===== src/rtl/p4_tuple_packet_sync_pkg.sv =====
// Shared defaults, FSM state type and skid-entry layout for the tuple/packet sync block.
package p4_sync_pkg;

    localparam int DEF_DATA_W      = 256;
    localparam int DEF_TUPLE_W     = 128;
    localparam int DEF_TUPLE_DEPTH = 8;
    localparam int DEF_CNT_W       = 32;

    typedef enum logic {
        IDLE   = 1'b0,
        IN_PKT = 1'b1
    } state_t;

    // Skid entry layout at the default widths; the top re-declares the same
    // field order at its own parameter widths.
    typedef struct packed {
        logic [DEF_DATA_W-1:0]   tdata;
        logic [DEF_DATA_W/8-1:0] tkeep;
        logic                    tlast;
        logic                    sop;
        logic [DEF_TUPLE_W-1:0]  tuple;
    } skid_entry_t;

endpackage


===== src/rtl/p4_tuple_packet_sync_if.sv =====
// AXI-Stream bundle used for both the packet input and packet output ports.
interface p4_tuple_packet_sync_if
    import p4_sync_pkg::*;
#(
    parameter int DATA_W = DEF_DATA_W
);
    logic                  TVALID;
    logic                  TREADY;
    logic [DATA_W-1:0]     TDATA;
    logic [DATA_W/8-1:0]   TKEEP;
    logic                  TLAST;

    modport master (output TVALID, output TDATA, output TKEEP, output TLAST, input TREADY);
    modport slave  (input TVALID, input TDATA, input TKEEP, input TLAST, output TREADY);
endinterface


===== src/rtl/p4_tuple_packet_sync_fifo.sv =====
// Single-clock FIFO with occupancy output; push and pop on a full FIFO both succeed.
module p4_tuple_fifo #(
    parameter int WIDTH = 16,
    parameter int DEPTH = 8
) (
    input  logic                     clk,
    input  logic                     rst_n,
    input  logic                     push,
    input  logic [WIDTH-1:0]         push_data,
    input  logic                     pop,
    output logic [WIDTH-1:0]         pop_data,
    output logic                     full,
    output logic                     empty,
    output logic [$clog2(DEPTH):0]   level
);
    localparam int AW = $clog2(DEPTH);

    logic [WIDTH-1:0] mem [DEPTH];
    logic [AW-1:0]    wr_ptr_reg;
    logic [AW-1:0]    rd_ptr_reg;
    logic [AW:0]      level_reg;
    logic             wr_en;
    logic             rd_en;

    assign full     = (level_reg == (AW+1)'(DEPTH));
    assign empty    = (level_reg == '0);
    assign level    = level_reg;
    assign wr_en    = push && (!full || pop);
    assign rd_en    = pop && !empty;
    // Combinational head read: a tuple is usable the cycle after it is written.
    assign pop_data = mem[rd_ptr_reg];

    // Storage array, written on every accepted push.
    always_ff @(posedge clk) begin
        if (wr_en) begin
            mem[wr_ptr_reg] <= push_data;
        end
    end

    // Pointer and occupancy tracking; pointers wrap naturally at a power-of-two depth.
    always_ff @(posedge clk or negedge rst_n) begin
        if (!rst_n) begin
            wr_ptr_reg <= '0;
            rd_ptr_reg <= '0;
            level_reg  <= '0;
        end else begin
            if (wr_en) wr_ptr_reg <= wr_ptr_reg + 1'b1;
            if (rd_en) rd_ptr_reg <= rd_ptr_reg + 1'b1;
            case ({wr_en, rd_en})
                2'b10:   level_reg <= level_reg + 1'b1;
                2'b01:   level_reg <= level_reg - 1'b1;
                default: level_reg <= level_reg;
            endcase
        end
    end
endmodule


===== src/rtl/p4_tuple_packet_sync.sv =====
// Pairs each incoming packet with a buffered tuple and re-emits the tuple on the output SOP.
module p4_tuple_packet_sync
    import p4_sync_pkg::*;
#(
    parameter int DATA_W      = DEF_DATA_W,
    parameter int TUPLE_W     = DEF_TUPLE_W,
    parameter int TUPLE_DEPTH = DEF_TUPLE_DEPTH,
    parameter int CNT_W       = DEF_CNT_W
) (
    input  logic                          clk_line,
    input  logic                          clk_line_rst,
    input  logic                          enable_processing,
    p4_tuple_packet_sync_if.slave         packet_in,
    p4_tuple_packet_sync_if.master        packet_out,
    input  logic                          tuple_in_VALID,
    input  logic [TUPLE_W-1:0]            tuple_in_DATA,
    output logic                          tuple_out_VALID,
    output logic [TUPLE_W-1:0]            tuple_out_DATA,
    output logic [CNT_W-1:0]              pkt_count,
    output logic [CNT_W-1:0]              tuple_drop_count,
    output logic [$clog2(TUPLE_DEPTH):0]  tuple_fifo_level
);
    typedef struct packed {
        logic [DATA_W-1:0]   tdata;
        logic [DATA_W/8-1:0] tkeep;
        logic                tlast;
        logic                sop;
        logic [TUPLE_W-1:0]  tuple;
    } beat_t;

    state_t              state_reg;
    logic [TUPLE_W-1:0]  cur_tuple_reg;
    beat_t               head_reg;
    beat_t               tail_reg;
    logic                head_valid_reg;
    logic                tail_valid_reg;
    logic [CNT_W-1:0]    pkt_count_reg;
    logic [CNT_W-1:0]    drop_count_reg;

    logic                fifo_full;
    logic                fifo_empty;
    logic [TUPLE_W-1:0]  fifo_head;
    logic                fifo_pop;
    logic                in_ready;
    logic                in_push;
    logic                out_pop;
    beat_t               new_beat;

    p4_tuple_fifo #(
        .WIDTH (TUPLE_W),
        .DEPTH (TUPLE_DEPTH)
    ) u_tuple_fifo (
        .clk       (clk_line),
        .rst_n     (clk_line_rst),
        .push      (tuple_in_VALID),
        .push_data (tuple_in_DATA),
        .pop       (fifo_pop),
        .pop_data  (fifo_head),
        .full      (fifo_full),
        .empty     (fifo_empty),
        .level     (tuple_fifo_level)
    );

    // Ready uses only registered state plus the enable; the output ready never feeds back here.
    assign in_ready = !tail_valid_reg &&
                      ((state_reg == IN_PKT) || (enable_processing && !fifo_empty));
    assign in_push  = packet_in.TVALID && in_ready;
    assign fifo_pop = in_push && (state_reg == IDLE);
    assign out_pop  = head_valid_reg && packet_out.TREADY;

    // Non-SOP beats carry the packet's tuple too, so the head register always holds
    // the tuple of the most recently presented packet.
    assign new_beat.tdata = packet_in.TDATA;
    assign new_beat.tkeep = packet_in.TKEEP;
    assign new_beat.tlast = packet_in.TLAST;
    assign new_beat.sop   = (state_reg == IDLE);
    assign new_beat.tuple = (state_reg == IDLE) ? fifo_head : cur_tuple_reg;

    assign packet_in.TREADY  = in_ready;
    assign packet_out.TVALID = head_valid_reg;
    assign packet_out.TDATA  = head_reg.tdata;
    assign packet_out.TKEEP  = head_reg.tkeep;
    assign packet_out.TLAST  = head_reg.tlast;
    assign tuple_out_VALID   = out_pop && head_reg.sop;
    assign tuple_out_DATA    = head_reg.tuple;
    assign pkt_count         = pkt_count_reg;
    assign tuple_drop_count  = drop_count_reg;

    // Input FSM: SOP admission latches the popped tuple; TLAST returns to IDLE.
    always_ff @(posedge clk_line or negedge clk_line_rst) begin
        if (!clk_line_rst) begin
            state_reg     <= IDLE;
            cur_tuple_reg <= '0;
        end else if (in_push) begin
            if (state_reg == IDLE) begin
                cur_tuple_reg <= fifo_head;
                state_reg     <= packet_in.TLAST ? IDLE : IN_PKT;
            end else if (packet_in.TLAST) begin
                state_reg <= IDLE;
            end
        end
    end

    // Two-entry skid buffer; the head entry drives the output directly.
    // A push is impossible while the tail is occupied, so the pop-with-tail case only shifts.
    always_ff @(posedge clk_line or negedge clk_line_rst) begin
        if (!clk_line_rst) begin
            head_reg       <= '0;
            tail_reg       <= '0;
            head_valid_reg <= 1'b0;
            tail_valid_reg <= 1'b0;
        end else if (out_pop) begin
            if (tail_valid_reg) begin
                head_reg       <= tail_reg;
                tail_valid_reg <= 1'b0;
            end else if (in_push) begin
                head_reg <= new_beat;
            end else begin
                head_valid_reg <= 1'b0;
            end
        end else if (in_push) begin
            if (!head_valid_reg) begin
                head_reg       <= new_beat;
                head_valid_reg <= 1'b1;
            end else begin
                tail_reg       <= new_beat;
                tail_valid_reg <= 1'b1;
            end
        end
    end

    // Statistics: completed output packets wrap, dropped tuples saturate.
    always_ff @(posedge clk_line or negedge clk_line_rst) begin
        if (!clk_line_rst) begin
            pkt_count_reg  <= '0;
            drop_count_reg <= '0;
        end else begin
            if (out_pop && head_reg.tlast) begin
                pkt_count_reg <= pkt_count_reg + 1'b1;
            end
            if (tuple_in_VALID && fifo_full && !fifo_pop && (drop_count_reg != '1)) begin
                drop_count_reg <= drop_count_reg + 1'b1;
            end
        end
    end
endmodule


===== src/flat_wrapper.sv =====
// flat-port wrapper written by rule: the top's interface ports become plain ports
module p4_tuple_packet_sync_flat import p4_sync_pkg::*;
#(
    parameter int DATA_W      = DEF_DATA_W,
    parameter int TUPLE_W     = DEF_TUPLE_W,
    parameter int TUPLE_DEPTH = DEF_TUPLE_DEPTH,
    parameter int CNT_W       = DEF_CNT_W
)
  (clk_line, clk_line_rst, enable_processing, tuple_in_VALID, tuple_in_DATA, tuple_out_VALID, tuple_out_DATA, pkt_count, tuple_drop_count, tuple_fifo_level, packet_in_TVALID, packet_in_TDATA, packet_in_TKEEP, packet_in_TLAST, packet_in_TREADY, packet_out_TVALID, packet_out_TDATA, packet_out_TKEEP, packet_out_TLAST, packet_out_TREADY);
  p4_tuple_packet_sync_if #(.DATA_W(DATA_W)) packet_in_i ();
  p4_tuple_packet_sync_if #(.DATA_W(DATA_W)) packet_out_i ();
  input  logic clk_line;
  input  logic clk_line_rst;
  input  logic enable_processing;
  input  logic tuple_in_VALID;
  input  logic [TUPLE_W-1:0] tuple_in_DATA;
  output logic tuple_out_VALID;
  output logic [TUPLE_W-1:0] tuple_out_DATA;
  output logic [CNT_W-1:0] pkt_count;
  output logic [CNT_W-1:0] tuple_drop_count;
  output logic [$clog2(TUPLE_DEPTH):0] tuple_fifo_level;
  input wire logic [$bits(packet_in_i.TVALID)-1:0] packet_in_TVALID;
  input wire logic [$bits(packet_in_i.TDATA)-1:0] packet_in_TDATA;
  input wire logic [$bits(packet_in_i.TKEEP)-1:0] packet_in_TKEEP;
  input wire logic [$bits(packet_in_i.TLAST)-1:0] packet_in_TLAST;
  output wire logic [$bits(packet_in_i.TREADY)-1:0] packet_in_TREADY;
  output wire logic [$bits(packet_out_i.TVALID)-1:0] packet_out_TVALID;
  output wire logic [$bits(packet_out_i.TDATA)-1:0] packet_out_TDATA;
  output wire logic [$bits(packet_out_i.TKEEP)-1:0] packet_out_TKEEP;
  output wire logic [$bits(packet_out_i.TLAST)-1:0] packet_out_TLAST;
  input wire logic [$bits(packet_out_i.TREADY)-1:0] packet_out_TREADY;
  assign packet_in_i.TVALID = packet_in_TVALID;
  assign packet_in_i.TDATA = packet_in_TDATA;
  assign packet_in_i.TKEEP = packet_in_TKEEP;
  assign packet_in_i.TLAST = packet_in_TLAST;
  assign packet_in_TREADY = packet_in_i.TREADY;
  assign packet_out_TVALID = packet_out_i.TVALID;
  assign packet_out_TDATA = packet_out_i.TDATA;
  assign packet_out_TKEEP = packet_out_i.TKEEP;
  assign packet_out_TLAST = packet_out_i.TLAST;
  assign packet_out_i.TREADY = packet_out_TREADY;
  p4_tuple_packet_sync #(.DATA_W(DATA_W), .TUPLE_W(TUPLE_W), .TUPLE_DEPTH(TUPLE_DEPTH), .CNT_W(CNT_W)) u_core (.clk_line(clk_line), .clk_line_rst(clk_line_rst), .enable_processing(enable_processing), .packet_in(packet_in_i), .packet_out(packet_out_i), .tuple_in_VALID(tuple_in_VALID), .tuple_in_DATA(tuple_in_DATA), .tuple_out_VALID(tuple_out_VALID), .tuple_out_DATA(tuple_out_DATA), .pkt_count(pkt_count), .tuple_drop_count(tuple_drop_count), .tuple_fifo_level(tuple_fifo_level));
endmodule

===== config.mk =====
export PLATFORM = sky130hd
export DESIGN_NAME = p4_tuple_packet_sync_flat
export DESIGN_NICKNAME = d
export VERILOG_FILES = /design/src/rtl/p4_tuple_packet_sync_pkg.sv /design/src/rtl/p4_tuple_packet_sync_if.sv /design/src/rtl/p4_tuple_packet_sync_fifo.sv /design/src/rtl/p4_tuple_packet_sync.sv /design/src/flat_wrapper.sv
export SDC_FILE = /design/constraint.sdc
export NUM_CORES = 2
export LEC_CHECK = 0
export BUFFER_PORTS_ARGS = -buffer_cell sky130_fd_sc_hd__buf_2
export CAP_MARGIN = 20
export CORE_MARGIN = 10
export CORE_UTILIZATION = 25
export CTS_BUF_LIST = sky130_fd_sc_hd__clkbuf_8
export CTS_CLUSTER_SIZE = 24
export DETAILED_ROUTE_END_ITERATION = 12
export PLACE_DENSITY = 0.49
export SETUP_SLACK_MARGIN = 0.15
export SLEW_MARGIN = 15
export SYNTH_ARGS = -nofsm -noshare
export SYNTH_HDL_FRONTEND = slang
export SYNTH_SLANG_ARGS = --single-unit

===== constraint.sdc =====
create_clock -name clk_line -period 44.5 [get_ports clk_line]
set_input_delay 2.225 -clock clk_line [delete_from_list [all_inputs] [get_ports clk_line]]
set_output_delay 2.225 -clock clk_line [all_outputs]
set_load 0.01 [all_outputs]

=== After elaboration in Yosys (flattened, before gate mapping) ===
Memory sizes are Yosys's and may differ from the RTL's.
Index checks and enable logic that the tools add are counted.

* $add $sub $neg: 6
* $mul: 0
* Divide/modulo/power cells: 0
* Magnitude comparators: 0
* Eq/ne operators: 7
* Shift operators: 0
* Mux-type cells: 17
* Bitwise logic cells: 2
* Reduce and logical (&&, ||, !) cells: 27

{| class="wikitable"
|+ Operators by type and width
! kind !! number
|-
| $mux 418 || 5
|-
| $mux 128 || 1
|-
| $add 32x1->32 const B || 2
|-
| $ne 32x32->1 const B || 1
|-
| $logic_and 1x1->1 || 12
|-
| $mux 1 || 10
|-
| $reduce_and 3->1 || 3
|-
| $pmux 4 s2 || 1
|-
| $reduce_bool 2->1 || 4
|-
| $add 3x1->3 const B || 2
|-
| $ne 2x2->1 const B || 3
|-
| $add 4x1->4 const B || 1
|-
| $eq 4x4->1 const B || 1
|-
| $logic_not 1->1 || 4
|-
| $logic_not 4->1 || 1
|-
| $sub 4x1->4 const B || 1
|-
| $eq 2x1->1 const B || 1
|-
| $eq 2x2->1 const B || 1
|-
| $logic_or 1x1->1 || 2
|-
| $not 1->1 || 2
|-
| $reduce_and 2->1 || 1
|}

* Bits in registers: 1041
* Latch bits: 0
* RAM bits: 1024
* Bits in read-only memories: 0
* Word-level logic and storage cells: 79
* Memories: 1

{| class="wikitable"
|+ Memory list
! name !! words !! width !! rd ports !! clocked after Yosys merged registers in !! wr ports !! RTL line !! RTL
|-
| u_core.u_tuple_fifo.mem || 8 || 128 || 1 || 0 || 1 || p4_tuple_packet_sync_fifo.sv:18 || <nowiki>logic [WIDTH-1:0] mem [DEPTH];</nowiki>
|}

=== Depth between registers and ports, before layout ===
* Depth after elaboration: 11
* Depth in mapped cells: 12

=== Cells and area by module ===
Synthesis repeated with hierarchy kept, for this count alone.

* Cells, all modules: 6121
* Area total of the unflattened synthesis: 84990.3 um^2

{| class="wikitable"
|+ By module, submodules not included
! module !! times used !! cells an instance !! area an instance (um^2)
|-
| p4_tuple_packet_sync || 1 || 4574 || 45892.8
|-
| p4_tuple_fifo || 1 || 1547 || 39097.5
|}

=== Least setup slack after synthesis ===
OpenSTA, ideal clock, no wires.

* Path type: input port to flip-flop
* From: input port packet_in_TVALID
* To: memory u_core.u_tuple_fifo.mem[0][0] in the netlist's numbering, enable pin
* Arrival time: 15.308 ns
* Required time: 43.572 ns
* Setup slack: 28.264 ns
* Cell stages on the path: 5
* Buffers on the path: 0
* Cells stage by stage: nor2b_1 nand3_1 a31oi_1 inv_2 nor4_1

* Longest elaborated chain between the ends: 6

{| class="wikitable"
|+ Ends and longest elaborated chain
! what !! RTL line !! RTL
|-
| from (decl) || flat_wrapper.sv:22 || <nowiki>input wire logic [$bits(packet_in_i.TVALID)-1:0] packet_in_TVALID;</nowiki>
|-
| $logic_and 1x1->1 || p4_tuple_packet_sync.sv:67 || <nowiki>assign in_push = packet_in.TVALID && in_ready;</nowiki>
|-
| $logic_and 1x1->1 || p4_tuple_packet_sync.sv:68 || <nowiki>assign fifo_pop = in_push && (state_reg == IDLE);</nowiki>
|-
| $logic_or 1x1->1 || p4_tuple_packet_sync_fifo.sv:28 || <nowiki>assign wr_en = push && (!full || pop);</nowiki>
|-
| $logic_and 1x1->1 || p4_tuple_packet_sync_fifo.sv:28 ||
|-
| $mux 1 || p4_tuple_packet_sync_fifo.sv:35 || <nowiki>if (wr_en) begin</nowiki>
|-
| $mux 1 (implied by the code) || p4_tuple_packet_sync_fifo.sv:36 || <nowiki>mem[wr_ptr_reg] <= push_data;</nowiki>
|-
| to (decl) || p4_tuple_packet_sync_fifo.sv:18 ||
|}

No other way between the ends.

=== Worst setup path after layout ===
* From: input port packet_in_TVALID
* To: memory u_core.u_tuple_fifo.mem[3][35] in the netlist's numbering, enable pin

Same word-level chain as after synthesis.

==> results by group <==
Outcome
  • Status: finished clean

STA
  • Min Tclk post-route: 6.88 ns
  • Crit share post-route: ~15%
  • Worst setup margin: ~38 ns
  • # setup viols final: 0
  • Final hold violations: 0
  • Clk_skew: about 0.11 ns
  • Setup TNS: 0 ns
  • Worst-margin pin slew: approximately 1.1 ns
  • RSZ-0062 raised after global routing: false
  • Peak Freq: approximately 0.15 GHz
  • Final max-slew violation count: 0
  • Slew margin rel.: around a quarter

Final layout
  • Synth-to-layout area growth: 15.5%
  • Max reg flops: about 1.0k
  • Nets@finish: ~7.4k
  • Share of cells above drive strength 1: around 28%
  • Fill cells: ~35k

Logic synthesis
  • Yosys top cell area share: a little over a third
  • Net Count, Synth: around 6.8k
  • Largest area contributor in the netlist: edfxtp_1
  • Mapped Avg Cell Area: about 13 µm²
  • Post-synthesis mux area share: between 10% and 20%
  • Synth Flop Type: dfrtp_1
  • Mapped cell area: 0.0849 mm²
  • Synth Area in Adders: less than 1%
  • Synth Register Bits: around 2.1k
  • Sequential share of the synthesized area: about two thirds
  • Commonest cells in the netlist: 1041 x dfrtp_1, 1024 x edfxtp_1, 872 x nand2_1, 544 x mux2_2, 457 x buf_4
  • Syn Inst Count: roughly 6.4k
  • Synth warnings: 0
  • Synth cell types: 50
  • Asr flop ratio synth: between 50 and 60%
  • Post-synth EDFFs: 1024
  • Largest family of logic cells by synthesized area: multiplexers
  • Post-Synth Simple-Gate Area: under 10%
  • Most area-consuming cells after synthesis: edfxtp_1 36%, dfrtp_1 31%, mux2_2 7.2%, buf_4 4.0%, nand2_1 3.9%
  • Xor/xnor cell area share of the yosys netlist: less than 1%
  • Top-count cell post-synth: dfrtp_1
  • Synth Area in Compound Gates: 9.16%

Critical path
  • WS Path Type: in -> reg
  • Crit path required time: 45.11 ns
  • WP data arrival: 7.49 ns
  • Startpoint types: input pin
  • CP endpoint kind: flip-flop
  • Crit Path Max Fanout: 51

Hold path
  • Worst hold path type: reg -> reg

Die
  • FP Rows: roughly 210
  • CORE AREA: approximately 0.34 mm²
  • Die footprint: ~0.36 mm²
  • Starting density of the core: 25.2%
  • IO Pins: 911
  • Die H: between 600 and 700 µm
  • Die Width: 603 µm

Place
  • HPWL Detailed: 168000 µm
  • Dpl ws: 36.54 ns
  • RD Place Congestion: approximately 0.83
  • PortBufs: between 900 and 1k

Global route
  • Initial antenna violation count: ~110
  • First-pass GRT wire length: about 380000 µm
  • Vias in the first global route: approximately 54k
  • Largest net degree at the start of global routing: between 150 and 200
  • GRT overflow: 0
  • Total track usage: approximately 14%

Clock tree
  • Clk sinks: between 2k and 2.5k
  • Hold-fix buffers at CTS: 0
  • Post-CTS setup buffer count: 0
  • CTS root buffer: clkbuf_8
  • # resized after CTS: 0
  • CTS tree: built
  • CTS clk-pin slew, worst paths: 0.05 ns
  • H-tree depth: 5
  • Later-pin clock latency in the skew report: 1.08 ns
  • CTS buffer count: roughly 360
  • Clk buf depth: 4

Power
  • Leak: 39.0 nW
  • Peak VDD IR: between 0.00004 and 0.00005 V
  • P per Cell Area: ~69 mW/mm²

Detailed routing
  • Total wire length: about 260000 µm
  • Wire per inst: around 22 µm
  • Drc violations: 0
  • Via count: ~53k
  • Antenna-violating nets left: 0
  • Initial drt markers: just over 4k
  • Initial DRT Pass Iterations: 6
  • Via density: 4.51

Flow run
  • Max Cap Viol: 0
==> critical path, cell delays in order <==
cell and delay (ns):
buf_2 0.11, nor2b_1 0.51, nand3_4 0.63, a31oi_1 0.74, nand2_1 0.37, nor2_4 0.74
buf_4 0.62, buf_4 0.69, buf_4 0.68
==> area by class of cell <==
| cell class | count | area, µm² | area share, % |
|---|---|---|---|
| clock inverter | 257 | 1490 | 1.52 |
| antenna | 23 | 57.6 | 0.0587 |
| tap | 4515 | 5650 | 5.76 |
| multi-input combinational | 3500 | 23100 | 23.6 |
| sequential | 2065 | 56800 | 57.9 |
| inverter | 12 | 45.0 | 0.0459 |
| timing repair buffer | 1001 | 5360 | 5.46 |
| clock buffer | 401 | 5520 | 5.63 |
==> stage by stage <==
stage / hold slack (ns) / instance area (µm²) / cells / power [mW] / util, %
floorplan: 0.448 / 84900 / 6402 / 4.49 / -
CTS: 0.443 / 98000 / 11750 / 6.87 / 29.0
detailed placement: 0.457 / 91000 / 11092 / 5.13 / 27.0
global route: 0.477 / 98000 / 11755 / 7.17 / 29.0
finish: 0.457 / 98100 / 11774 / 6.74 / 29.1
global placement: 0.456 / 91000 / 11092 / 5.08 / 27.0
==> power by group <==
part	switching [mW]	leakage, nW	internal (mW)	total (mW)
clock	0.811	4.16	0.886	1.70
combinational	1.34	13.0	0.791	2.13
sequential	0.323	21.9	2.59	2.92
total	2.47	39.0	4.27	6.74
==> path summary, 6_finish.rpt <==
check	start	endpoint	slack [ns]	cells past startpoint
hold reg to reg	u_core.pkt_count[31]	u_core.pkt_count[31]	0.46	1
setup / recovery	packet_in_TVALID	u_core.u_tuple_fifo.mem[3][35]	37.62	9
min in group asynchronous	clk_line_rst	u_core.tail_reg[182]	1.32	1
setup reg to reg	u_core.u_tuple_fifo.rd_ptr_reg[1]	u_core.tail_reg[58]	38.14	10
hold / removal	u_core.pkt_count[31]	u_core.pkt_count[31]	0.46	1
max in group asynchronous	clk_line_rst	u_core.tail_reg[90]	38.48	7
==> metal layers <==
metal / vias up / GRT usage, % / wire length (µm)
li1: 24117 / - / -
met1: 26787 / 16.6 / 107000
met2: 1642 / 24.4 / 132000
met4: 38 / 4.35 / 9300
met5: - / 0 / 261
met3: 542 / 3.06 / 15200
==> kinds of logic after synthesis <==
family	count (synthesis)
AND/OR/NAND/NOR	1408
AO/OA/AOI/OAI	1210
adder cells (fa/ha/maj)	7
flip-flops	2065
multiplexers	806
buffers and inverters	837
XOR/XNOR	69
==> placed cells by master (no fill, tap or decap), types with 135 or more instances in the layout <==
master and count:
a21oi_1 135, nor2_1 308, dfrtp_1 1039, mux2i_1 256, a31oi_1 291, buf_2 909
clkbuf_8 401, o21ai_0 138, inv_1 172, nand2_1 870, mux2_2 544, nor3_1 135
edfxtp_1 1024
Power figures use the tool's default switching activity.
